$ cat src/rtl/serial_adder_ctrl.sv
`default_nettype none
// ============================================================================
// Module      : serial_adder_ctrl
// Description : Bit-serial add/subtract sequencer. Operands are stepped LSB
//               first through a single 1-bit full-adder cell with the carry
//               fed back through a flip-flop; the WIDTH-bit result, carry-out
//               and signed overflow are registered on the last bit step.
// Revision    : 1.0 - initial release
// ============================================================================
module serial_adder_ctrl #(
    parameter int WIDTH = 8
) (
    input  logic             clk,
    input  logic             rst,
    input  logic             start,
    input  logic             sub,
    input  logic [WIDTH-1:0] a_in,
    input  logic [WIDTH-1:0] b_in,
    output logic             busy,
    output logic             done,
    output logic [WIDTH-1:0] sum_out,
    output logic             cout,
    output logic             overflow
);

    localparam int                 C_CNT_W = (WIDTH > 1) ? $clog2(WIDTH) : 1;
    localparam logic [C_CNT_W-1:0] C_LAST  = C_CNT_W'(WIDTH - 1);

    localparam logic [1:0] S_IDLE = 2'd0;
    localparam logic [1:0] S_RUN  = 2'd1;
    localparam logic [1:0] S_DONE = 2'd2;

    logic [1:0]         r_state;
    logic [1:0]         w_next_state;

    logic [WIDTH-1:0]   r_a;
    logic [WIDTH-1:0]   r_b;
    logic [WIDTH-1:0]   r_sum;
    logic               r_carry;
    logic [C_CNT_W-1:0] r_count;

    logic [WIDTH-1:0]   r_sum_out;
    logic               r_cout;
    logic               r_overflow;

    logic               w_s;
    logic               w_co;
    logic [WIDTH-1:0]   w_sum_next;
    logic               w_last;

    // The one and only full-adder cell: {carry, sum} of three input bits.
    function automatic logic [1:0] fa_cell(input logic x, input logic y, input logic c);
        fa_cell = {(x & y) | (x & c) | (y & c), x ^ y ^ c};
    endfunction

    // Current bit step: LSBs of the operand shifters plus the fed-back carry.
    always_comb begin
        {w_co, w_s} = fa_cell(r_a[0], r_b[0], r_carry);
        w_sum_next  = {w_s, r_sum[WIDTH-1:1]};
        w_last      = (r_count == C_LAST);
    end

    // State register.
    always_ff @(posedge clk) begin
        if (rst) begin
            r_state <= S_IDLE;
        end else begin
            r_state <= w_next_state;
        end
    end

    // Next-state logic; start is only looked at in IDLE.
    always_comb begin
        w_next_state = r_state;
        case (r_state)
            S_IDLE:  if (start) w_next_state = S_RUN;
            S_RUN:   if (w_last) w_next_state = S_DONE;
            S_DONE:  w_next_state = S_IDLE;
            default: w_next_state = S_IDLE;
        endcase
    end

    // Operand load, bit stepping and result capture on the final bit.
    always_ff @(posedge clk) begin
        if (rst) begin
            r_a        <= '0;
            r_b        <= '0;
            r_sum      <= '0;
            r_carry    <= 1'b0;
            r_count    <= '0;
            r_sum_out  <= '0;
            r_cout     <= 1'b0;
            r_overflow <= 1'b0;
        end else begin
            case (r_state)
                S_IDLE: begin
                    if (start) begin
                        // Subtraction is A + ~B + 1: invert B, seed carry with 1.
                        r_a     <= a_in;
                        r_b     <= sub ? ~b_in : b_in;
                        r_carry <= sub;
                        r_count <= '0;
                        r_sum   <= '0;
                    end
                end
                S_RUN: begin
                    r_a     <= {1'b0, r_a[WIDTH-1:1]};
                    r_b     <= {1'b0, r_b[WIDTH-1:1]};
                    r_sum   <= w_sum_next;
                    r_carry <= w_co;
                    r_count <= r_count + C_CNT_W'(1);
                    if (w_last) begin
                        // On the MSB step r_carry is the carry into the MSB,
                        // so signed overflow is its XOR with the carry out.
                        r_sum_out  <= w_sum_next;
                        r_cout     <= w_co;
                        r_overflow <= r_carry ^ w_co;
                    end
                end
                default: ;
            endcase
        end
    end

    // Status flags are decoded straight from the state register.
    assign busy     = (r_state == S_RUN);
    assign done     = (r_state == S_DONE);
    assign sum_out  = r_sum_out;
    assign cout     = r_cout;
    assign overflow = r_overflow;

endmodule
`default_nettype wire

$ cat config.mk
export PLATFORM = sky130hd
export DESIGN_NAME = serial_adder_ctrl
export DESIGN_NICKNAME = d
export VERILOG_FILES = /design/src/rtl/serial_adder_ctrl.sv
export SDC_FILE = /design/constraint.sdc
export NUM_CORES = 1
export LEC_CHECK = 0
export BUFFER_PORTS_ARGS = -buffer_cell sky130_fd_sc_hd__buf_2
export CORE_UTILIZATION = 40
export DETAILED_ROUTE_END_ITERATION = 6
export PLACE_DENSITY = 0.61
export SYNTH_ARGS = -nofsm -noshare
export SYNTH_HDL_FRONTEND = slang
export SYNTH_SLANG_ARGS = --single-unit
$ cat constraint.sdc
create_clock -name clk -period 1.2 [get_ports clk]
set_input_delay 0.06 -clock clk [delete_from_list [all_inputs] [get_ports clk]]
set_output_delay 0.06 -clock clk [all_outputs]
set_load 0.02 [all_outputs]
# Word level (Yosys, flattened, before mapping)

Cells that the tools add are included.

Shift operators: 0
Equality and inequality tests: 5
Order comparisons: 0
Mux-type cells: 14
Bitwise gates (word level): 9
Reductions and logical operators: 5
Divide/modulo/power cells: 0
Add/subtract/negate cells: 1
$mul: 0

Operator list:

| cell                                                  | number |
|---|---|
| case mux 8 bit (2 select lines)                       | 3 |
| 2-to-1 mux 8 bit                                      | 4 |
| NOT 8 bit                                             | 1 |
| case mux 3 bit (2 select lines)                       | 1 |
| AND reduction 2 bit                                   | 3 |
| 2-to-1 mux 2 bit                                      | 2 |
| case mux 2 bit (2 select lines)                       | 1 |
| adder 3 x 1 -> 3 bit, second input constant           | 1 |
| bitwise AND 1 bit                                     | 3 |
| equality test 3 bit, second input constant            | 1 |
| 2-to-1 mux 3 bit                                      | 1 |
| XOR 1 bit                                             | 3 |
| equality test 2 x 1 -> 1 bit, second input constant   | 1 |
| equality test 2 bit, second input constant            | 1 |
| zero test 2 bit                                       | 1 |
| inequality test 2 x 1 -> 1 bit, second input constant | 1 |
| inequality test 2 bit, second input constant          | 1 |
| bitwise OR 1 bit                                      | 2 |
| case mux 1 bit (2 select lines)                       | 1 |
| nonzero test 2 bit                                    | 1 |
| 2-to-1 mux 1 bit                                      | 1 |

Memory bits (writable): 0
Bits in latches: 0
Logic and storage cells: 43
Memories kept: 0
ROM bits: 0
Register bits after elaboration: 40
Input bits: 20
Output and inout bits: 12

# Longest topological paths before layout

Gate-level depths: netlist of run 1.

Word-level depth: 4
Gate-level depth with buffers: 6

# Worst setup path after synthesis of run 1

OpenSTA, ideal clock, no wires.

Path kind: register to register
Start: register r_count[0]
End: register r_overflow, in the netlist overflow
Setup time: 86 ps
Slack: -102 ps
Clock period less this slack: 1302 ps
Arrival: 1217 ps
Stages on the path, launching flop included: 6
Data required time: 1114 ps
Cell sequence: dfxtp_1 > ha_1 > ha_1 > and3b_1 > buf_2 > a211oi_1

Cells in the longest elaborated chain, start to end: 2

RTL lines:

| what                                 | RTL line | RTL |
|---|---|---|
| start, declared                      | 40       | `logic [C_CNT_W-1:0] r_count;` |
| start signal, assigned               | 111      | `r_count <= r_count + C_CNT_W'(1);` |
| equality test 3 bit                  | 60       | `w_last = (r_count == C_LAST);` |
| AND reduction 2 bit (no source line) | n/a      |  |
| end signal, assigned                 | 117      | `r_overflow <= r_carry ^ w_co;` |
| end, declared                        | 44       | `logic r_overflow;` |

No other way between the ends.
A chain may end at the register's enable or synchronous reset.

# Final worst setup path of run 1

Start: register r_count[0]
End: register r_sum_out[4], in the netlist sum_out[4]

Cells in the longest elaborated chain, start to end: 2

RTL lines:

| what                                 | RTL line | RTL |
|---|---|---|
| equality test 3 bit                  | 60       |  |
| AND reduction 2 bit (no source line) | n/a      |  |
| end signal, assigned                 | 115      | `r_sum_out <= w_sum_next;` |
| end, declared                        | 42       | `logic [WIDTH-1:0] r_sum_out;` |

No other way between the ends.

==> metrics.log, run 1 <==
INFO  metric result_of_the_run = finished with violations
INFO  metric failed_checks = setup timing
INFO  metric clock_tree.root_cell = sky130_fd_sc_hd__clkbuf_8
INFO  metric worst_clock_skew = 0.00612 ns
INFO  metric final_antenna_diode_count = 0
INFO  metric worst_path_arrival = 1.45 ns
INFO  metric io_buffers = 31
INFO  metric maxClockFrequency = 784 MHz
INFO  metric io_pins = 32
INFO  metric final_area = 2590 um^2
INFO  metric critical_path_fanouts_max = 4
INFO  metric fin_crit_sh = 1.06
INFO  metric initial_utilization = 0.419
INFO  metric postCtsHoldBufs = 0
INFO  metric power.ir.vdd_worst = 0.724 mV
INFO  metric tightest_slew = 0.239 ns
INFO  metric die_outline_area = 4450 um^2
INFO  metric residual_drc_count = 0
INFO  metric syn-cell-area = 1670 um^2
INFO  metric syn-instance-count = 184
INFO  metric insertion_delay = 0.29 ns
INFO  metric final_layout_size_suffix_gt1_frac = 0.583
INFO  metric critical_path_required = 1.37 ns
INFO  metric leading_cell_type_by_number_of_instances_after_synthesis = sky130_fd_sc_hd__dfxtp_1
INFO  metric avgRoutedWirePerCell = 13.9 um
INFO  metric yosys_warnings = 0
INFO  metric synthesis.nets = 207
INFO  metric routabilityCongestion = 0.700
INFO  metric cts_htree_levels = 2
INFO  metric cpPeakStageDelay = 0.34 ns
INFO  metric route.final.wire_length = 4.13 mm
INFO  metric num_vias = 1,483
INFO  metric maximum_clock_path_buffer_count = 2
INFO  metric layout.nets = 269
INFO  metric timing.critical_path.to_type = flip-flop
INFO  metric yosys-top-cells-count = sky130_fd_sc_hd__dfxtp_1 (39), sky130_fd_sc_hd__nor2_1 (22), sky130_fd_sc_hd__a22oi_1 (18), sky130_fd_sc_hd__nand2_1 (18), sky130_fd_sc_hd__a21oi_1 (17)
INFO  metric rsz0062_at_grt = yes
INFO  metric ys_seq_area_frac = 0.466
INFO  metric hp-class = in -> reg
INFO  metric grt_antenna_before_repair = 0
INFO  metric async_reset_ff_frac = 0
INFO  metric placedInstanceArea = 1960 um^2
INFO  metric netlist_cell_types = 28
INFO  metric grt_pass1_vias = 1,362
INFO  metric worstSetupStartpointType = flip-flop
INFO  metric cts_inserted_buffers = 5
INFO  metric yosys_most_used_dff = sky130_fd_sc_hd__dfxtp_1
INFO  metric worstSetupPathType = reg -> reg
INFO  metric path_common_cell = sky130_fd_sc_hd__ha_4
INFO  metric leading_area_contributor_after_synthesis = sky130_fd_sc_hd__dfxtp_1
INFO  metric p_leak = 1.05 nW
INFO  metric whs = 0.0444 ns
INFO  metric detailedPlace.worstSlack = -0.115 ns
INFO  metric die_w = 66.7 um
INFO  metric grt_start_max_net_pins = 21
INFO  metric slew_viol_final = 0
INFO  metric placeableCoreArea = 4000 um^2
INFO  metric max_slew_margin = 0.841
INFO  metric n_fill_cell = 326
INFO  metric hold_viol = 0
INFO  metric final_core_util = 0.648
INFO  metric multiInputGateArea = 1080 um^2
INFO  metric edff_count_synth = 0
INFO  metric syn_to_final_growth = 54.9%
INFO  metric detail_route.vias_per_cell = 4.99
INFO  metric ys_top_cells_by_area = sky130_fd_sc_hd__dfxtp_1 (47%), sky130_fd_sc_hd__a22oi_1 (8.1%), sky130_fd_sc_hd__a21oi_1 (5.1%)
INFO  metric timing.critical_path.slowest_stage_cell = sky130_fd_sc_hd__dfxtp_2
INFO  metric post-dp-hpwl = 2.28 mm
INFO  metric max_cap_viols = 0
INFO  metric rows = 23
INFO  metric fp.dieH = 66.7 um
INFO  metric detail_route.first_pass.iterations = 4
INFO  metric cts.clk_slew.worst_paths = 0.07 ns
INFO  metric first_iter_violations = 29
INFO  metric clock_sink_count = 39
INFO  metric synth_top_cell_area_share = 0.466
INFO  metric path_cells = ha_4, ha_4, and3b_2, buf_6, nand2_2, a21oi_2
INFO  metric setup_violations = 21
INFO  metric tritoncts_clock_tree = built
INFO  metric routed_antenna_nets = 0
INFO  metric crit_buf_inv = 1
INFO  metric track_usage = 0.189
INFO  metric path_delay_family = flip-flops
INFO  metric power_per_cell_area = 1170 nW/um^2
INFO  metric final_setup_margin = -0.0763 ns
INFO  metric period_needed = 1.28 ns
INFO  metric global_route_wire_length_before_repair = 6.35 mm
INFO  metric grt.overflow.total = 0
INFO  metric ys_seq_elements = 39
INFO  metric layout.area.seq = 796 um^2
INFO  metric post_synth.cell_area_avg = 9.10 um^2
==> registers in the layout (all words and copies together), names as in the netlist <==
| name | flops |
|---|---|
| cout | 1 |
| sum_out | 8 |
| r_count | 3 |
| overflow | 1 |
| r_sum | 7 |
| r_b | 8 |
| r_a | 8 |
| r_carry | 1 |
| r_state | 2 |
==> through the flow <==
step           cells  setup TNS [ns]  total power [mW]
3_5_place_dp     269           -2.17              1.74
2_1_floorplan    184               0              1.64
6_report         297          -0.866              3.05
5_1_grt          297           -2.06              3.17
3_3_place_gp     269           -2.01              1.74
4_1_cts          285          -0.545              2.97
==> layer usage <==
| metal | part of all wire | GRT usage | up-vias | wire (um) |
|---|---|---|---|---|
| met1 | 0.49 | 0.265 | 682 | 2010 |
| met3 | 0.034 | 0.0411 | 2 | 141 |
| li1 | - | - | 769 | - |
| met2 | 0.48 | 0.288 | 30 | 1970 |
| met4 | 0.0027 | 0.0559 | 0 | 11 |
| met5 | 0 | 0 | - | 0 |
==> cell usage in the layout (no fill, tap or decap), drive strengths merged, types with 2 or more instances in the layout <==
cell | synthesis | final
buf | 11 | 67
ha | 2 | 2
nand2b | 9 | 9
xnor2 | 8 | 8
a21oi | 17 | 17
nor3 | 9 | 9
o22ai | 7 | 7
o21ba | 1 | 2
clkbuf | 3 | 7
or3b | 8 | 8
a211oi | 2 | 2
nand2 | 18 | 18
nor2 | 22 | 22
nor2b | 2 | 2
a22oi | 18 | 18
dfxtp | 39 | 39
==> cell type report <==
class	instances	area share
inverter	1	0.00145
sequential	39	0.307
timing repair buffer	68	0.206
clock inverter	2	0.0135
tap	50	0.0241
clock buffer	6	0.0319
multi-input combinational	131	0.417
==> power breakdown <==
| part | switching (mW) | total [mW] | leakage [nW] | internal, mW |
|---|---|---|---|---|
| clock | 0.460 | 1.13 | 0.0612 | 0.673 |
| combinational | 0.231 | 0.518 | 0.663 | 0.288 |
| sequential | 0.0457 | 1.39 | 0.321 | 1.35 |
| total | 0.737 | 3.05 | 1.05 | 2.31 |
==> worst register-to-register path, stage by stage (launching register included) <==
cell                      delay [ns]
sky130_fd_sc_hd__dfxtp_2        0.34
sky130_fd_sc_hd__ha_4           0.16
sky130_fd_sc_hd__ha_4           0.16
sky130_fd_sc_hd__and3b_2        0.24
sky130_fd_sc_hd__buf_6          0.15
sky130_fd_sc_hd__nand2_2        0.07
sky130_fd_sc_hd__a21oi_2        0.05
==> repair_timing <==
| action | in CTS | in global routing |
|---|---|---|
| gates cloned | 1 | 2 |
| setup endpoints to repair | 35 | 35 |
| pin swaps | 12 | 31 |
| buffers inserted | 7 | 10 |
| gates resized for setup | 42 | 42 |
==> path summary, 6_finish.rpt <==
kind / from / depth (start not counted) / to / slack [ns]
max: r_count[0]$_SDFFE_PP0P_ / 6 / sum_out[4]$_SDFFE_PP0P_ / -0.08
min: a_in[7] / 3 / r_a[7]$_SDFFE_PP0P_ / 0.04
max reg2reg: r_count[0]$_SDFFE_PP0P_ / 6 / sum_out[4]$_SDFFE_PP0P_ / -0.08
min reg2reg: sum_out[0]$_SDFFE_PP0P_ / 2 / sum_out[0]$_SDFFE_PP0P_ / 0.45
==> cell families after synthesis <==
kind of cell | count (synthesis) | synth area share
AO/OA/AOI/OAI | 46 | 0.182
XOR/XNOR | 9 | 0.0471
adder cells (fa/ha/maj) | 3 | 0.0269
buffers and inverters | 15 | 0.0553
flip-flops | 39 | 0.466
multiplexers | 1 | 0.00598
AND/OR/NAND/NOR | 71 | 0.216
Note: power is estimated with default switching activity, not from simulation.
==> inputs of run 2 (changes only) <==
--- a/config.mk
+++ b/config.mk
@@ -8,7 +8,6 @@
 export BUFFER_PORTS_ARGS = -buffer_cell sky130_fd_sc_hd__buf_2
 export CORE_UTILIZATION = 40
 export DETAILED_ROUTE_END_ITERATION = 6
-export PLACE_DENSITY = 0.61
 export SYNTH_ARGS = -nofsm -noshare
 export SYNTH_HDL_FRONTEND = slang
 export SYNTH_SLANG_ARGS = --single-unit
==> run 2 against run 1 <==
  * The run still ends with setup timing left
  * Cell area down 6.0%
  * Sequential share of layout area rose by 1.8 points
  * Cell count decreased by 3.4%
  * Hold slack got worse by 0.019 ns
  * Clock power up 14%
  * Clock skew rose by 0.0038 ns
  * Combinational power down 7.3%
  * Via count rose by 2.0%
  * First-iteration DRC count grew 28%
  * Power rose by 4.0%
  * Setup slack lost 0.011 ns
  * Register-to-register slack about the same
  * Critical path type unchanged
  * Highest routed layer unchanged
==> metrics.log, run 2 (synthesized netlist as in run 1, its figures left out) <==
INFO  metric final_setup_margin = -0.0872 ns (-0.0109 ns)
INFO  metric power.ir.vdd_worst = 0.701 mV (-3.1%)
INFO  metric reg2reg_slack = -0.09 ns (about the same)
INFO  metric io_buffers = 31 (unchanged)
INFO  metric failed_checks = setup timing
INFO  metric critical_path_required = 1.37 ns (about the same)
INFO  metric placed_cells = 268 (-0.37%)
INFO  metric cts_htree_levels = 2 (unchanged)
INFO  metric worstSetupPathType = reg -> reg
INFO  metric placedInstanceArea = 1950 um^2 (-0.38%)
INFO  metric tritoncts_clock_tree = built
INFO  metric hp-class = in -> reg
INFO  metric detail_route.vias_per_cell = 5.27 (+5.5%)
INFO  metric placeableCoreArea = 4000 um^2 (unchanged)
INFO  metric grt_start_max_net_pins = 40 (+90%)
INFO  metric initial_utilization = 0.419 (unchanged)
INFO  metric residual_drc_count = 0 (unchanged)
INFO  metric maximum_clock_path_buffer_count = 2 (unchanged)
INFO  metric cpPeakStageDelay = 0.34 ns (about the same)
INFO  metric global_route_wire_length_before_repair = 6.86 mm (+8.0%)
INFO  metric grt_antenna_before_repair = 0 (unchanged)
INFO  metric final_cell_count_no_fill = 287 (-3.4%)
INFO  metric period_needed = 1.29 ns (+0.0109 ns)
INFO  metric max_cap_viols = 0 (unchanged)
INFO  metric avgRoutedWirePerCell = 14.8 um (+6.3%)
INFO  metric max_slew_margin = 0.706 (-0.135)
INFO  metric hold_viol = 0 (unchanged)
INFO  metric worst_path_arrival = 1.46 ns (about the same)
INFO  metric die_outline_area = 4450 um^2 (unchanged)
INFO  metric layout.cells.most_common_list = sky130_fd_sc_hd__dfxtp_1 (32), sky130_fd_sc_hd__buf_2 (30), sky130_fd_sc_hd__nor2_1 (21)
INFO  metric critical_path_fanouts_max = 5 (+1)
INFO  metric final_layout_size_suffix_gt1_frac = 0.523 (-0.0598)
INFO  metric insertion_delay = 0.29 ns (about the same)
INFO  metric grt.overflow.total = 0 (unchanged)
INFO  metric rsz0062_at_grt = yes
INFO  metric mostFrequentLayoutCell = sky130_fd_sc_hd__dfxtp_1
INFO  metric path_common_cell = sky130_fd_sc_hd__ha_4
INFO  metric timing.critical_path.to_type = flip-flop
INFO  metric syn_to_final_growth = 45.5%
INFO  metric setup_violations = 24 (+14%)
INFO  metric clock_tree.root_cell = sky130_fd_sc_hd__clkbuf_8
INFO  metric routabilityCongestion = 0.728 (+4.1%)
INFO  metric routed_antenna_nets = 0 (unchanged)
INFO  metric fp.dieH = 66.7 um (unchanged)
INFO  metric timing.critical_path.slowest_stage_cell = sky130_fd_sc_hd__dfxtp_2
INFO  metric cts.clk_slew.worst_paths = 0.07 ns (about the same)
INFO  metric io_pins = 32 (unchanged)
INFO  metric tightest_slew = 0.441 ns (+0.203 ns)
INFO  metric worst_clock_skew = 0.00990 ns (+0.00378 ns)
INFO  metric fin_crit_sh = 1.07 (+0.00909)
INFO  metric worstSetupStartpointType = flip-flop
INFO  metric die_w = 66.7 um (unchanged)
INFO  metric p_leak = 0.953 nW (-8.8%)
INFO  metric post-dp-hpwl = 2.56 mm (+12%)
INFO  metric path_cells = ha_4, ha_4, and3b_2, buf_6, nand2_1, a21oi_2
INFO  metric first_iter_violations = 37 (+28%)
INFO  metric layout.nets = 259 (-3.7%)
INFO  metric maxClockFrequency = 777 MHz (-0.85%)
INFO  metric final_antenna_diode_count = 0 (unchanged)
INFO  metric track_usage = 0.209 (+0.0199)
INFO  metric num_vias = 1,512 (+2.0%)
INFO  metric power_per_cell_area = 1300 nW/um^2 (+11%)
INFO  metric slew_viol_final = 0 (unchanged)
INFO  metric rows = 23 (unchanged)
INFO  metric clock_sink_count = 39 (unchanged)
INFO  metric detail_route.first_pass.iterations = 4 (unchanged)
INFO  metric result_of_the_run = finished with violations
INFO  metric final_core_util = 0.609 (-0.0391)
INFO  metric grt_pass1_vias = 1,450 (+6.5%)
INFO  metric p_total = 3.17 mW (+4.0%)
INFO  metric cts_inserted_buffers = 5 (unchanged)
INFO  metric final_area = 2440 um^2 (-6.0%)
INFO  metric route.final.wire_length = 4.25 mm (+2.8%)
==> run 2: changes by cell type in the layout (fill, tap and decap cells not counted), sizes merged <==
cell | before | now
clkinv | 1 | 0
clkbuf | 7 | 6
buf | 67 | 59
bufinv | 1 | 2
o21ba | 2 | 1
==> run 2: final timing paths <==
kind | from | to | cells past startpoint
worst max-delay path | r_count[1]$_SDFFE_PP0P_ | sum_out[5]$_SDFFE_PP0P_ | 6
worst min-delay path | a_in[7] | r_a[7]$_SDFFE_PP0P_ | 3
worst max register to register | r_count[1]$_SDFFE_PP0P_ | sum_out[5]$_SDFFE_PP0P_ | 6
worst min register to register | sum_out[1]$_SDFFE_PP0P_ | sum_out[1]$_SDFFE_PP0P_ | 2
==> run 2: through the flow <==
step | hold WS, ns | setup slack (ns) | setup TNS, ns
after global routing | 0.0405 | -0.125 | -2.22
after CTS | 0.0265 | -0.0630 | -0.759
after floorplan | 0.208 | 0.0000343 | 0
after detailed placement | 0.328 | -0.160 | -3.15
after global placement | 0.303 | -0.0851 | -1.54
final | 0.0251 | -0.0872 | -0.965
==> run 2: where the power goes <==
part           switching [mW]  total [mW]  internal (mW)
Combinational           0.218       0.480          0.262
Sequential             0.0455        1.40           1.35
Clock                   0.458        1.29          0.831
==> run 2: repair_timing <==
action,in CTS,in global routing
setup buffers,6,2
hold buffers,0,0
pin swaps,24,8
cloned,3,0
setup endpoints to repair,39,37
resized for setup,44,25
==> run 2: metal layers <==
| layer | track usage | wire length (um) | share of wire | vias up |
|---|---|---|---|---|
| li1 | - | - | - | 740 |
| met2 | 0.354 | 2170 | 0.51 | 30 |
| met5 | 0 | 0 | 0 | - |
| met4 | 0.0638 | 63 | 0.015 | 0 |
| met3 | 0.0514 | 147 | 0.035 | 6 |
| met1 | 0.259 | 1860 | 0.44 | 736 |
==> run 2: area by class of cell <==
class	instances	area (um^2)
fillers	339	1560
multi-input cells	130	1010
flip-flops and latches	39	792
repair buffers	59	438
clock buffers	6	72.6
well taps	50	62.6
clock inverters	2	60.1
inverters	1	3.75
==> run 2: worst max-delay path: cells and delay by family (launching register included) <==
kind                       cells  cell delay [ns]
DFF                            1             0.34
adders and majority gates      2             0.32
and+or+nand+nor                2             0.31
buffers and inverters          1             0.14
AOI/OAI and AO/OA              1             0.05
==> inputs of run 3 (changes only) <==
--- a/config.mk
+++ b/config.mk
@@ -6,6 +6,7 @@
 export NUM_CORES = 1
 export LEC_CHECK = 0
 export BUFFER_PORTS_ARGS = -buffer_cell sky130_fd_sc_hd__buf_2
+export CORE_MARGIN = 8
 export CORE_UTILIZATION = 40
 export DETAILED_ROUTE_END_ITERATION = 6
 export SYNTH_ARGS = -nofsm -noshare
==> run 3 against run 2 <==
  * The run still ends with setup timing left
  * Combinational power up 4%
  * Clock-buffer cell count down 1
  * Cell count up 1.0%
  * Core utilization up 2.3 points
  * First-iteration DRC count up 110%
==> metrics.log, run 3 (synthesized netlist as in run 1, its figures left out) <==
INFO  metric placeableCoreArea = 4030 um^2 (+0.72%)
INFO  metric reg2reg_slack = -0.09 ns (about the same)
INFO  metric clock_sink_count = 39 (unchanged)
INFO  metric hold_path_depth = 3 (unchanged)
INFO  metric sequentialPowerShare = 0.467 (+0.026)
INFO  metric detail_route.vias_per_cell = 5.18 (-1.7%)
INFO  metric grt_antenna_before_repair = 0 (unchanged)
INFO  metric worst_path_arrival = 1.51 ns (+0.05 ns)
INFO  metric hold_start = a_in[7]
INFO  metric insertion_delay = 0.30 ns (about the same)
INFO  metric final_antenna_diode_count = 0 (unchanged)
INFO  metric critical_path_required = 1.42 ns (+0.05 ns)
INFO  metric worstSetupPathType = reg -> reg
INFO  metric rows = 23 (unchanged)
INFO  metric p_int = 2.24 mW (-8.4%)
INFO  metric hp-class = in -> reg
INFO  metric layout.cells.most_common_list = sky130_fd_sc_hd__dfxtp_1 (33), sky130_fd_sc_hd__buf_2 (29), sky130_fd_sc_hd__nor2_1 (22)
INFO  metric layout.nets = 262 (+1.2%)
INFO  metric rsz0062_at_grt = yes
INFO  metric multiInputGateArea = 1050 um^2 (+4.2%)
INFO  metric routed_antenna_nets = 0 (unchanged)
INFO  metric maximum_clock_path_buffer_count = 2 (unchanged)
INFO  metric first_iter_violations = 76 (+110%)
INFO  metric path_delay_family = compound AO/OA/AOI/OAI gates
INFO  metric num_vias = 1,502 (-0.66%)
INFO  metric die_w = 80.7 um (+21%)
INFO  metric syn_to_final_growth = 52.0%
INFO  metric initial_utilization = 0.416 (-0.00299)
INFO  metric hold_viol = 0 (unchanged)
INFO  metric placed_cells = 263 (-1.9%)
INFO  metric layout.area.seq = 801 um^2 (+1.1%)
INFO  metric io_pins = 32 (unchanged)
INFO  metric netSwitchingFraction = 0.250 (+0.0227)
INFO  metric worstRegToRegCells = 6 (unchanged)
INFO  metric period_needed = 1.29 ns (+0.00711 ns)
INFO  metric regToRegEndpoint = r_b[3]$_SDFFE_PP0P_
INFO  metric power.ir.vdd_worst = 0.525 mV (-25%)
INFO  metric clock_tree.root_cell = sky130_fd_sc_hd__clkbuf_8
INFO  metric max_slew_margin = 0.846 (+0.140)
INFO  metric failed_checks = setup timing
INFO  metric final_cell_count_no_fill = 290 (+1.0%)
INFO  metric setup_violations = 27 (+13%)
INFO  metric grt.overflow.total = 0 (unchanged)
INFO  metric final_layout_size_suffix_gt1_frac = 0.538 (+0.0143)
INFO  metric worstSetupStartpointType = flip-flop
INFO  metric rr_startpoint = r_state[0]$_SDFFE_PP0P_
INFO  metric n_fill_cell = 339 (unchanged)
INFO  metric fp.dieH = 80.7 um (+21%)
INFO  metric max_cap_viols = 0 (unchanged)
INFO  metric die_outline_area = 6510 um^2 (+46%)
INFO  metric final_core_util = 0.632 (+0.0227)
INFO  metric tightest_slew = 0.229 ns (-0.212 ns)
INFO  metric clock_share_of_power = 0.366 (-0.041)
INFO  metric global_route_wire_length_before_repair = 6.68 mm (-2.6%)
INFO  metric cts.clk_slew.worst_paths = 0.08 ns (about the same)
INFO  metric post-dp-hpwl = 2.56 mm (+0.20%)
INFO  metric path_common_cell = sky130_fd_sc_hd__buf_6
INFO  metric combinational_group_share_of_total_power = 0.167 (+0.016)
INFO  metric postCtsHoldBufs = 0 (unchanged)
INFO  metric critical_path_fanouts_max = 5 (unchanged)
INFO  metric track_usage = 0.130 (-0.0790)
INFO  metric final_setup_margin = -0.0943 ns (-0.00711 ns)
INFO  metric path_cells = buf_6, buf_6, o21bai_4, clkbuf_16, a22oi_2, o22ai_1
INFO  metric crit_buf_inv = 3 (+2)
INFO  metric hold_end = r_a[7]$_SDFFE_PP0P_
INFO  metric avgRoutedWirePerCell = 15.3 um (+3.3%)
INFO  metric detail_route.first_pass.iterations = 4 (unchanged)
INFO  metric routabilityCongestion = 0.706 (-3.1%)
INFO  metric tritoncts_clock_tree = built
INFO  metric slew_viol_final = 0 (unchanged)
INFO  metric whs = 0.0162 ns (-0.00894 ns)
INFO  metric timing.critical_path.to_type = flip-flop
INFO  metric io_buffers = 31 (unchanged)
INFO  metric mostFrequentLayoutCell = sky130_fd_sc_hd__dfxtp_1
INFO  metric timing.critical_path.slowest_stage_cell = sky130_fd_sc_hd__dfxtp_4
INFO  metric grt_start_max_net_pins = 35 (-13%)
INFO  metric p_sw = 0.749 mW (+3.8%)
INFO  metric power_per_cell_area = 1170 nW/um^2 (-9.6%)
INFO  metric fin_crit_sh = 1.08 (+0.00592)
INFO  metric cpPeakStageDelay = 0.37 ns (+0.03 ns)
INFO  metric worst_clock_skew = 0.00955 ns (-0.000350 ns)
INFO  metric result_of_the_run = finished with violations
INFO  metric route.final.wire_length = 4.43 mm (+4.4%)
INFO  metric maxClockFrequency = 773 MHz (-0.55%)
INFO  metric cts_inserted_buffers = 5 (unchanged)
INFO  metric cts_htree_levels = 2 (unchanged)
INFO  metric residual_drc_count = 0 (unchanged)
INFO  metric p_leak = 1.03 nW (+7.6%)
INFO  metric grt_pass1_vias = 1,406 (-3.0%)
-- run 3: cell types whose count changed in the layout (fill, tap and decap cells not counted), moves of 3 or more --
cell	change
sky130_fd_sc_hd__dfxtp_4	+4
sky130_fd_sc_hd__dfxtp_2	-5
sky130_fd_sc_hd__a22oi_1	-4
sky130_fd_sc_hd__a22oi_2	+4
sky130_fd_sc_hd__buf_12	+3
-- run 3: worst min-delay path, stage by stage --
cell                      delay [ns]
sky130_fd_sc_hd__buf_2          0.09
sky130_fd_sc_hd__a22oi_2        0.05
sky130_fd_sc_hd__nor2_1         0.08
-- run 3: power groups by stage --
stage          Combinational [mW]  Clock, mW  Sequential, mW
3_5_place_dp                0.331          0            1.41
4_1_cts                     0.397       1.11            1.39
6_report                    0.498       1.10            1.40
5_1_grt                     0.537       1.18            1.40
3_3_place_gp                0.321          0            1.41
2_1_floorplan               0.234          0            1.41
-- run 3: cell type report --
| type | instances | area share |
|---|---|---|
| Multi-Input combinational cell | 131 | 0.412 |
| Sequential cell | 39 | 0.315 |
| Timing Repair Buffer | 61 | 0.203 |
| Clock buffer | 5 | 0.0270 |
| Tap cell | 50 | 0.0246 |
| Clock inverter | 3 | 0.0172 |
| Inverter | 1 | 0.00147 |
-- run 3: layer usage --
layer	wire, um	track usage	up-vias
met5	0	0	-
met4	70	0.0482	0
met1	1910	0.151	710
met2	2230	0.218	32
met3	215	0.0413	9
li1	-	-	751
-- run 3: repair_timing --
| action | 4_1_cts | 5_1_grt |
|---|---|---|
| gates cloned | 0 | 3 |
| buffers inserted | 8 | 8 |
| endpoints found under the hold margin | 0 | 0 |
| resized for setup | 41 | 38 |
| setup endpoints to repair | 38 | 39 |
| pin swaps | 13 | 29 |
-- run 3: per-stage QoR --
stage	setup TNS, ns	instance area, um^2	setup slack [ns]	power (mW)
2_1_floorplan	0	1700	0.0000343	1.64
3_3_place_gp	-3.88	1930	-0.197	1.73
4_1_cts	-0.659	2280	-0.114	2.90
5_1_grt	-2.91	2540	-0.140	3.12
6_report	-1.34	2540	-0.0943	2.99
3_5_place_dp	-5.96	1930	-0.302	1.75
-- run 3: how the worst max path moves through the flow --
stage                         endpoint  slack (ns)                     from  depth (start not counted)
5_1_grt            r_b[3]$_SDFFE_PP0P_       -0.14  r_state[0]$_SDFFE_PP0P_                          6
6_report           r_b[3]$_SDFFE_PP0P_       -0.09  r_state[0]$_SDFFE_PP0P_                          6
3_5_place_dp     overflow$_SDFFE_PP0P_       -0.30  r_count[0]$_SDFFE_PP0P_                          5
2_1_floorplan  sum_out[0]$_SDFFE_PP0P_     0.00003  r_count[0]$_SDFFE_PP0P_                          6
4_1_cts          overflow$_SDFFE_PP0P_       -0.11  r_count[0]$_SDFFE_PP0P_                          5
3_3_place_gp     overflow$_SDFFE_PP0P_       -0.20  r_count[0]$_SDFFE_PP0P_                          5
